File: src/rtl/oled_init_sequencer.sv
// Streams the SSD1306 power-up command list to an I2C transaction block, then
// periodically toggles display inversion; a missing op_done parks the block in ERROR.
module oled_init_sequencer #(
   parameter logic [7:0] I2C_ADDR       = 8'h78,
   parameter int         GAP_CYCLES     = 16,
   parameter int         TIMEOUT_CYCLES = 2_000_000,
   parameter int         BLINK_CYCLES   = 27_000_000
) (
   input  logic       clk,
   input  logic       rst,
   input  logic       enable,
   input  logic       op_done,
   output logic [7:0] address,
   output logic [7:0] control,
   output logic [7:0] data,
   output logic       op_start,
   output logic       busy,
   output logic       init_done,
   output logic       error,
   output logic [4:0] cmd_index
);
   localparam int TW = $clog2(TIMEOUT_CYCLES + 1);
   localparam int GW = $clog2(GAP_CYCLES + 1);
   localparam int BW = $clog2(BLINK_CYCLES + 1);
   localparam logic [4:0] LAST_CMD = 5'd24;

   typedef enum logic [2:0] {IDLE, LOAD, REQ, GAP, BLINK_WAIT, ERROR} state_t;
   state_t state, state_nxt;

   logic [TW-1:0] tmo_cnt;
   logic [GW-1:0] gap_cnt;
   logic [BW-1:0] blink_cnt;
   logic          sync1, sync2, sync3, done_evt;
   logic          invert;
   logic          tmo_last, gap_last, blink_last, advance;

   function automatic logic [7:0] rom_byte(input logic [4:0] idx);
      case (idx)
         5'd0:  return 8'hAE;  5'd1:  return 8'hD5;  5'd2:  return 8'h80;
         5'd3:  return 8'hA8;  5'd4:  return 8'h3F;  5'd5:  return 8'hD3;
         5'd6:  return 8'h00;  5'd7:  return 8'h40;  5'd8:  return 8'h8D;
         5'd9:  return 8'h14;  5'd10: return 8'h20;  5'd11: return 8'h00;
         5'd12: return 8'hA1;  5'd13: return 8'hC8;  5'd14: return 8'hDA;
         5'd15: return 8'h12;  5'd16: return 8'h81;  5'd17: return 8'hCF;
         5'd18: return 8'hD9;  5'd19: return 8'hF1;  5'd20: return 8'hDB;
         5'd21: return 8'h40;  5'd22: return 8'hA4;  5'd23: return 8'hA6;
         default: return 8'hAF;
      endcase
   endfunction

   assign address    = I2C_ADDR;
   assign control    = 8'h00;
   assign done_evt   = sync2 & ~sync3;
   assign tmo_last   = (tmo_cnt == TW'(TIMEOUT_CYCLES - 1));
   assign gap_last   = (gap_cnt == GW'(GAP_CYCLES - 1));
   assign blink_last = (blink_cnt == BW'(BLINK_CYCLES - 1));
   assign advance    = (state == REQ) && enable && done_evt;

   // op_done comes from another clock domain; only its synchronized rising edge counts
   always_ff @(posedge clk or posedge rst) begin
      if (rst) begin
         sync1 <= 1'b0;
         sync2 <= 1'b0;
         sync3 <= 1'b0;
      end else begin
         sync1 <= op_done;
         sync2 <= sync1;
         sync3 <= sync2;
      end
   end

   always_ff @(posedge clk or posedge rst) begin
      if (rst) state <= IDLE;
      else     state <= state_nxt;
   end

   always_comb begin
      state_nxt = state;
      if (state != ERROR && !enable) begin
         state_nxt = IDLE;
      end else begin
         case (state)
            IDLE:       state_nxt = init_done ? BLINK_WAIT : LOAD;
            LOAD:       state_nxt = REQ;
            REQ:        if (done_evt) state_nxt = GAP;
                        else if (tmo_last) state_nxt = ERROR;
            GAP:        if (gap_last) state_nxt = init_done ? BLINK_WAIT : LOAD;
            BLINK_WAIT: if (blink_last) state_nxt = LOAD;
            ERROR:      if (!enable) state_nxt = IDLE;
            default:    state_nxt = IDLE;
         endcase
      end
   end

   always_comb begin
      op_start = 1'b0;
      busy     = 1'b0;
      case (state)
         REQ:         begin op_start = 1'b1; busy = 1'b1; end
         IDLE, ERROR: ;
         default:     busy = 1'b1;
      endcase
   end

   // Counters only run inside their own state, so none can wrap
   always_ff @(posedge clk or posedge rst) begin
      if (rst) begin
         tmo_cnt   <= '0;
         gap_cnt   <= '0;
         blink_cnt <= '0;
         data      <= 8'h00;
         cmd_index <= '0;
         init_done <= 1'b0;
         error     <= 1'b0;
         invert    <= 1'b0;
      end else begin
         tmo_cnt   <= (state == REQ)        ? tmo_cnt + TW'(1)   : '0;
         gap_cnt   <= (state == GAP)        ? gap_cnt + GW'(1)   : '0;
         blink_cnt <= (state == BLINK_WAIT) ? blink_cnt + BW'(1) : '0;
         if (state == LOAD)
            data <= init_done ? (invert ? 8'hA7 : 8'hA6) : rom_byte(cmd_index);
         if (advance && !init_done) begin
            if (cmd_index == LAST_CMD) init_done <= 1'b1;
            else                       cmd_index <= cmd_index + 5'd1;
         end
         if (state == REQ && enable && !done_evt && tmo_last)
            error <= 1'b1;
         if (state == BLINK_WAIT && enable && blink_last)
            invert <= ~invert;
      end
   end
endmodule

File: config.mk
export PLATFORM = sky130hd
export DESIGN_NAME = oled_init_sequencer
export DESIGN_NICKNAME = d
export VERILOG_FILES = /design/src/rtl/oled_init_sequencer.sv
export SDC_FILE = /design/constraint.sdc
export NUM_CORES = 1
export LEC_CHECK = 0
export BUFFER_PORTS_ARGS = -buffer_cell sky130_fd_sc_hd__buf_4
export CAP_MARGIN = 10
export CORE_AREA = 2 2 89 91
export CTS_CLUSTER_DIAMETER = 80
export DETAILED_ROUTE_END_ITERATION = 6
export DIE_AREA = 0 0 91 93
export GPL_ROUTABILITY_DRIVEN = 0
export PLACE_DENSITY_LB_ADDON = 0.15
export SKIP_CTS_REPAIR_TIMING = 1
export SLEW_MARGIN = 20
export SYNTH_ARGS = -nofsm -noshare
export SYNTH_HDL_FRONTEND = slang
export SYNTH_SLANG_ARGS = --single-unit
export TNS_END_PERCENT = 10
File: constraint.sdc
create_clock -name clk -period 2.28 [get_ports clk]
set_clock_uncertainty 0.15 [all_clocks]
set_input_delay 0.342 -clock clk [delete_from_list [all_inputs] [get_ports clk]]
set_output_delay 0.342 -clock clk [all_outputs]
set_load 0.02 [all_outputs]
==> results of run 1 <==
==> registers in the layout (all words and copies together), names as in the netlist <==
name,flops
init_done,1
cmd_index,5
sync1,1
sync2,1
sync3,1
data,8
error,1
gap_cnt,5
invert,1
state,3
tmo_cnt,21
blink_cnt,25
==> logic make-up after synthesis <==
kind of cell,share of synthesized area
multiplexers,0.00629
flip-flops,0.459
buffers and inverters,0.0695
AND/OR/NAND/NOR,0.241
XOR/XNOR,0.103
other,0.00189
AO/OA/AOI/OAI,0.0875
adder cells (fa/ha/maj),0.0315
==> per-layer routing <==
metal	track usage	wire length (um)
met1	0.275	3710
met2	0.297	3510
met3	0.0379	252
met4	0.0745	105
met5	0	0
==> worst min-delay path: stages <==
cell	delay, ns
buf_4	0.14
nand3_1	0.06
a21oi_1	0.06
==> cell usage after synthesis (all sizes together), types with 2 or more instances <==
| cell | number | area share |
|---|---|---|
| dfrtp | 73 | 0.46 |
| nor2 | 60 | 0.057 |
| nand2 | 26 | 0.025 |
| xnor2 | 26 | 0.057 |
| buf | 23 | 0.043 |
| nand3 | 21 | 0.026 |
| o21ai | 21 | 0.026 |
| xor2 | 21 | 0.046 |
| inv | 17 | 0.016 |
| nand4 | 13 | 0.022 |
| a21oi | 12 | 0.015 |
| nor3 | 12 | 0.015 |
| clkbuf | 11 | 0.011 |
| ha | 10 | 0.031 |
| and3 | 9 | 0.014 |
| and4 | 9 | 0.020 |
| nor2b | 6 | 0.0094 |
| a31oi | 5 | 0.0079 |
| nor4 | 4 | 0.0063 |
| a211oi | 3 | 0.0057 |
| and2 | 3 | 0.0047 |
| nand2b | 3 | 0.0047 |
| nand3b | 3 | 0.0057 |
| nor4bb | 3 | 0.0075 |
| or3 | 3 | 0.0047 |
| a22o | 2 | 0.0044 |
| a22oi | 2 | 0.0038 |
| conb | 2 | 0.0019 |
| nor3b | 2 | 0.0038 |
| nor4b | 2 | 0.0044 |
| o22ai | 2 | 0.0031 |
| o2bb2ai | 2 | 0.0044 |
| or3b | 2 | 0.0050 |
==> final cells by class <==
type | instances | area share
flip-flops and latches | 73 | 0.412
inverters | 17 | 0.0152
clock inverters | 2 | 0.00790
well taps | 102 | 0.0288
multi-input cells | 316 | 0.434
clock buffers | 14 | 0.0389
repair buffers | 35 | 0.0632
==> power breakdown <==
group          switching, mW  total, mW  internal (mW)  leakage [nW]
Combinational          0.349      0.562          0.212         0.812
Sequential            0.0857       1.44           1.35         0.965
Clock                  0.457       1.05          0.596         0.107
Total                  0.891       3.05           2.16          1.88
==> final timing paths <==
path	from	end	slack, ns	cells after the start
worst min-delay path	enable	init_done	0.16	3
worst min register to register	sync1	sync2	0.20	0
worst max-delay path	tmo_cnt[0]	state[0]	0.15	6
min in group asynchronous	rst	tmo_cnt[7]	0.37	3
worst max register to register	tmo_cnt[0]	state[0]	0.15	6
max in group asynchronous	rst	state[1]	1.03	4
==> per-stage QoR <==
stage / hold slack (ns) / instances / setup WS [ns] / instance area, sq um / power [mW]
after global routing: 0.159 / 559 / 0.00116 / 4440 / 3.21
after global placement: 0.182 / 541 / 0.250 / 4210 / 2.02
after detailed placement: 0.184 / 541 / 0.185 / 4210 / 2.03
after CTS: -0.180 / 557 / 0.154 / 4420 / 3.08
after floorplan: 0.181 / 440 / 0.239 / 4030 / 1.91
final: 0.159 / 559 / 0.152 / 4440 / 3.05
==> out/results.ini, run 1 <==
[status]
status=completed

[power_and_ir_drop]
power_density_mw_per_mm2=688
p_leak_nw=1.88
ir_drop_uv=513

[detailed_routing]
drtIter0Drc=125
wire_per_inst_um=13.6
vias=2999
via_per_inst=5.36
drt_pre_antenna_iters=4
drc=0
totalWireLength_um=7580
detail-route-antenna-nets=0

[place]
numPortBuffers=20
dp_hpwl_um=5370

[clock_network]
clk_pin_slew_ns=0.08
ctsHtreeMaxLevel=3
cts-root-buf=clkbuf_8
clock_path_buffers=2
clk_latency_ns=0.33
cts_tree=yes
cts.sinks=73
numCtsBuffers=9

[cells_and_area]
area_delta_synth_final_pct=11.5
drive_above_1_share=0.114
final_cell_mix=dfrtp_1 (73), nor2_1 (60), buf_4 (32)
seq_area_sq_mm=0.00183
fillers=695
final_common_cell=dfrtp_1
antenna_cells=0
fin_nets=466
multiInputGateArea_sq_mm=0.00193
post-route-util=0.589

[timing]
period_minus_slack_ns=2.13
rsz0062_at_grt=false
slew_viol_final=0
setup_tns_ns=0
setup_viol=0
finalCritPeriodShare=0.933
hold_viol=0
fmax_mhz=470

[grt]
track_usage=0.194
grt_pass1_vias=2817
grt_overflow=0
antenna_found_initial=0
grt_start_max_net_pins=40
grt_pass1_wl_um=13300

[floorplanning]
die_y_um=93
die_x_um=91
dieArea_sq_mm=0.00846
ios=37
initial_core_util=0.528
rows=32
fp.coreArea_sq_mm=0.00753

[critical_path]
cp_cell_sequence=ha_1 > and4_1 > nand4b_1 > a211oi_1 > o22a_1 > mux2_4
crit_fanout=5
startpoint_type=flip-flop
crit_buf_inv=0
worstSetupPathType=flip-flop to flip-flop
arrival_ns=2.20
slowest_stage=dfrtp_1
slowest_delay_ns=0.39
worst-endpoint-required_ns=2.35
crit_path_end_kind=flip-flop
crit_family=compound AO/OA/AOI/OAI gates

[synth]
synth-main-ff-cell=dfrtp_1
synthArstFlopShare=1.00
syn_area_sq_mm=0.00398
avgSynthCellArea_sq_um=9.34
yosysWarnings=0
synth_edf_count=0
synth_cells=426
yosysSeqAreaShare=0.459
yosysUniqueCellTypes=51
ys_seq_elements=73

[flow_run]
maxCapViolCount=0

[min_path]
hp-class=input pin to flip-flop

No activity file was read; power rests on OpenSTA's default activity.
==> inputs of run 2 (changes only) <==
clock period = 2.5 ns   (was 2.28 ns; I/O delays follow)
==> run 2 against run 1 <==
Compared with the run above: global-route usage shrank 0.086 points; power shrank 11%; final cell count shrank 0.72%; wire length grew 2.2%; non-clock buffer count shrank 4; design area shrank 1.3%; utilization shrank 0.75 points; clock power shrank 16%; combinational power shrank 7.7%; via count grew 0.93%; largest cell class unchanged.
==> out/results.ini, run 2 (synthesis gave the netlist of run 1 again) <==
[detailed_routing]
drtIter0Drc=157
totalWireLength_um=7750
drt_pre_antenna_iters=4
drc=0
wire_per_inst_um=14.0
vias=3027
detail-route-antenna-nets=0
via_per_inst=5.45

[timing]
hold_viol=0
hold-worst-slack_ns=0.173
fmax_mhz=439
slew_viol_final=0
period_minus_slack_ns=2.28
slew_headroom=0.538
tightest_slew_ns=0.692
timing.final.ws_setup_ns=0.224
setup_viol=0
finalCritPeriodShare=0.910
rsz0062_at_grt=false
setup_tns_ns=0

[floorplanning]
initial_core_util=0.528
die_x_um=91
die_y_um=93
rows=32
ios=37
fp.coreArea_sq_mm=0.00753
dieArea_sq_mm=0.00846

[clock_network]
clk_latency_ns=0.35
cts_tree=yes
clock_path_buffers=2
cts.sinks=73
ctsHtreeMaxLevel=3
cts-root-buf=clkbuf_8
numCtsBuffers=9
clk_pin_slew_ns=0.09

[critical_path]
endpoint=op_start
worstSetupPathType=flip-flop to output pin
reg2reg_slack_ns=0.32
r2r-end=cmd_index[3]
crit_path_end_kind=output pin
r2r_cells=6
startpoint=state[1]
worst-endpoint-required_ns=1.98
crit_fanout=22
r2r-start=cmd_index[1]
startpoint_type=flip-flop
arrival_ns=1.75

[cells_and_area]
multiInputGateArea_sq_mm=0.00193
seq_area_sq_mm=0.00183
fillers=689
final_common_cell=dfrtp_1
final_cell_mix=dfrtp_1 (73), nor2_1 (60), buf_4 (28)
drive_above_1_share=0.110
top_regs=blink_cnt x25, tmo_cnt x21, data x8
fin_nets=462
antenna_cells=0
largest_reg_flops=25
top_register=blink_cnt
fin_cells=555
post-route-util=0.582
area_delta_synth_final_pct=10.1

[grt]
grt_pass1_vias=2792
grt_pass1_wl_um=13100
grt_overflow=0
antenna_found_initial=0
track_usage=0.193
grt_start_max_net_pins=46

[place]
place_ws_ns=0.350
dp_cells=537
dp_hpwl_um=5460
numPortBuffers=20

[power_and_ir_drop]
ir_drop_uv=448
p_leak_nw=1.85
power_density_mw_per_mm2=619

[status]
status=completed

[flow_run]
maxCapViolCount=0

[min_path]
hp-class=input pin to flip-flop

## run 2: cell count changes in the layout (fill, tap and decap cells not counted)
cell,delta
buf_4,-4
bufinv_16,-1
clkbuf_1,-2
clkbuf_8,-3
clkinv_2,-1
clkinv_4,+1
clkinvlp_4,+1
inv_2,+1
inv_6,+3
inv_8,+1
## run 2: worst max-delay path, stage by stage, from the launching register on
cell and delay (ns):
dfrtp_1 0.50, or3b_4 0.55, inv_1 0.17, buf_4 0.17
## run 2: power by group
part	switching, mW	internal [mW]	total, mW
sequential	0.0773	1.23	1.31
combinational	0.321	0.198	0.519
clock	0.502	0.379	0.881
## run 2: worst min path at each step
| stage | cells past startpoint | endpoint | from |
|---|---|---|---|
| 5_1_grt | 3 | error | enable |
| 3_5_place_dp | 0 | sync2 | sync1 |
| 4_1_cts | 2 | tmo_cnt[17] | rst |
| 6_report | 3 | error | enable |
| 3_3_place_gp | 0 | sync2 | sync1 |
| 2_1_floorplan | 0 | sync2 | sync1 |
## run 2: metrics by stage
step                      total power, mW  cell area (sq um)
final                                2.71               4380
after global routing                 2.84               4380
after CTS                            2.73               4360
after detailed placement             1.85               4180
after global placement               1.85               4180
after floorplan                      1.75               4030
## run 2: metal layers
layer / vias up / wire length (um) / GRT usage
met3: 7 / 302 / 0.0371
met4: 0 / 70 / 0.0808
met2: 62 / 3730 / 0.310
li1: 1484 / - / -
met1: 1474 / 3650 / 0.260
met5: - / 0 / 0
## run 2: cell type report
type,count,area share
clock buffer,9,0.0283
inverter,17,0.0146
timing repair buffer,31,0.0571
tap,102,0.0291
sequential,73,0.417
multi-input combinational,316,0.440
clock inverter,7,0.0140
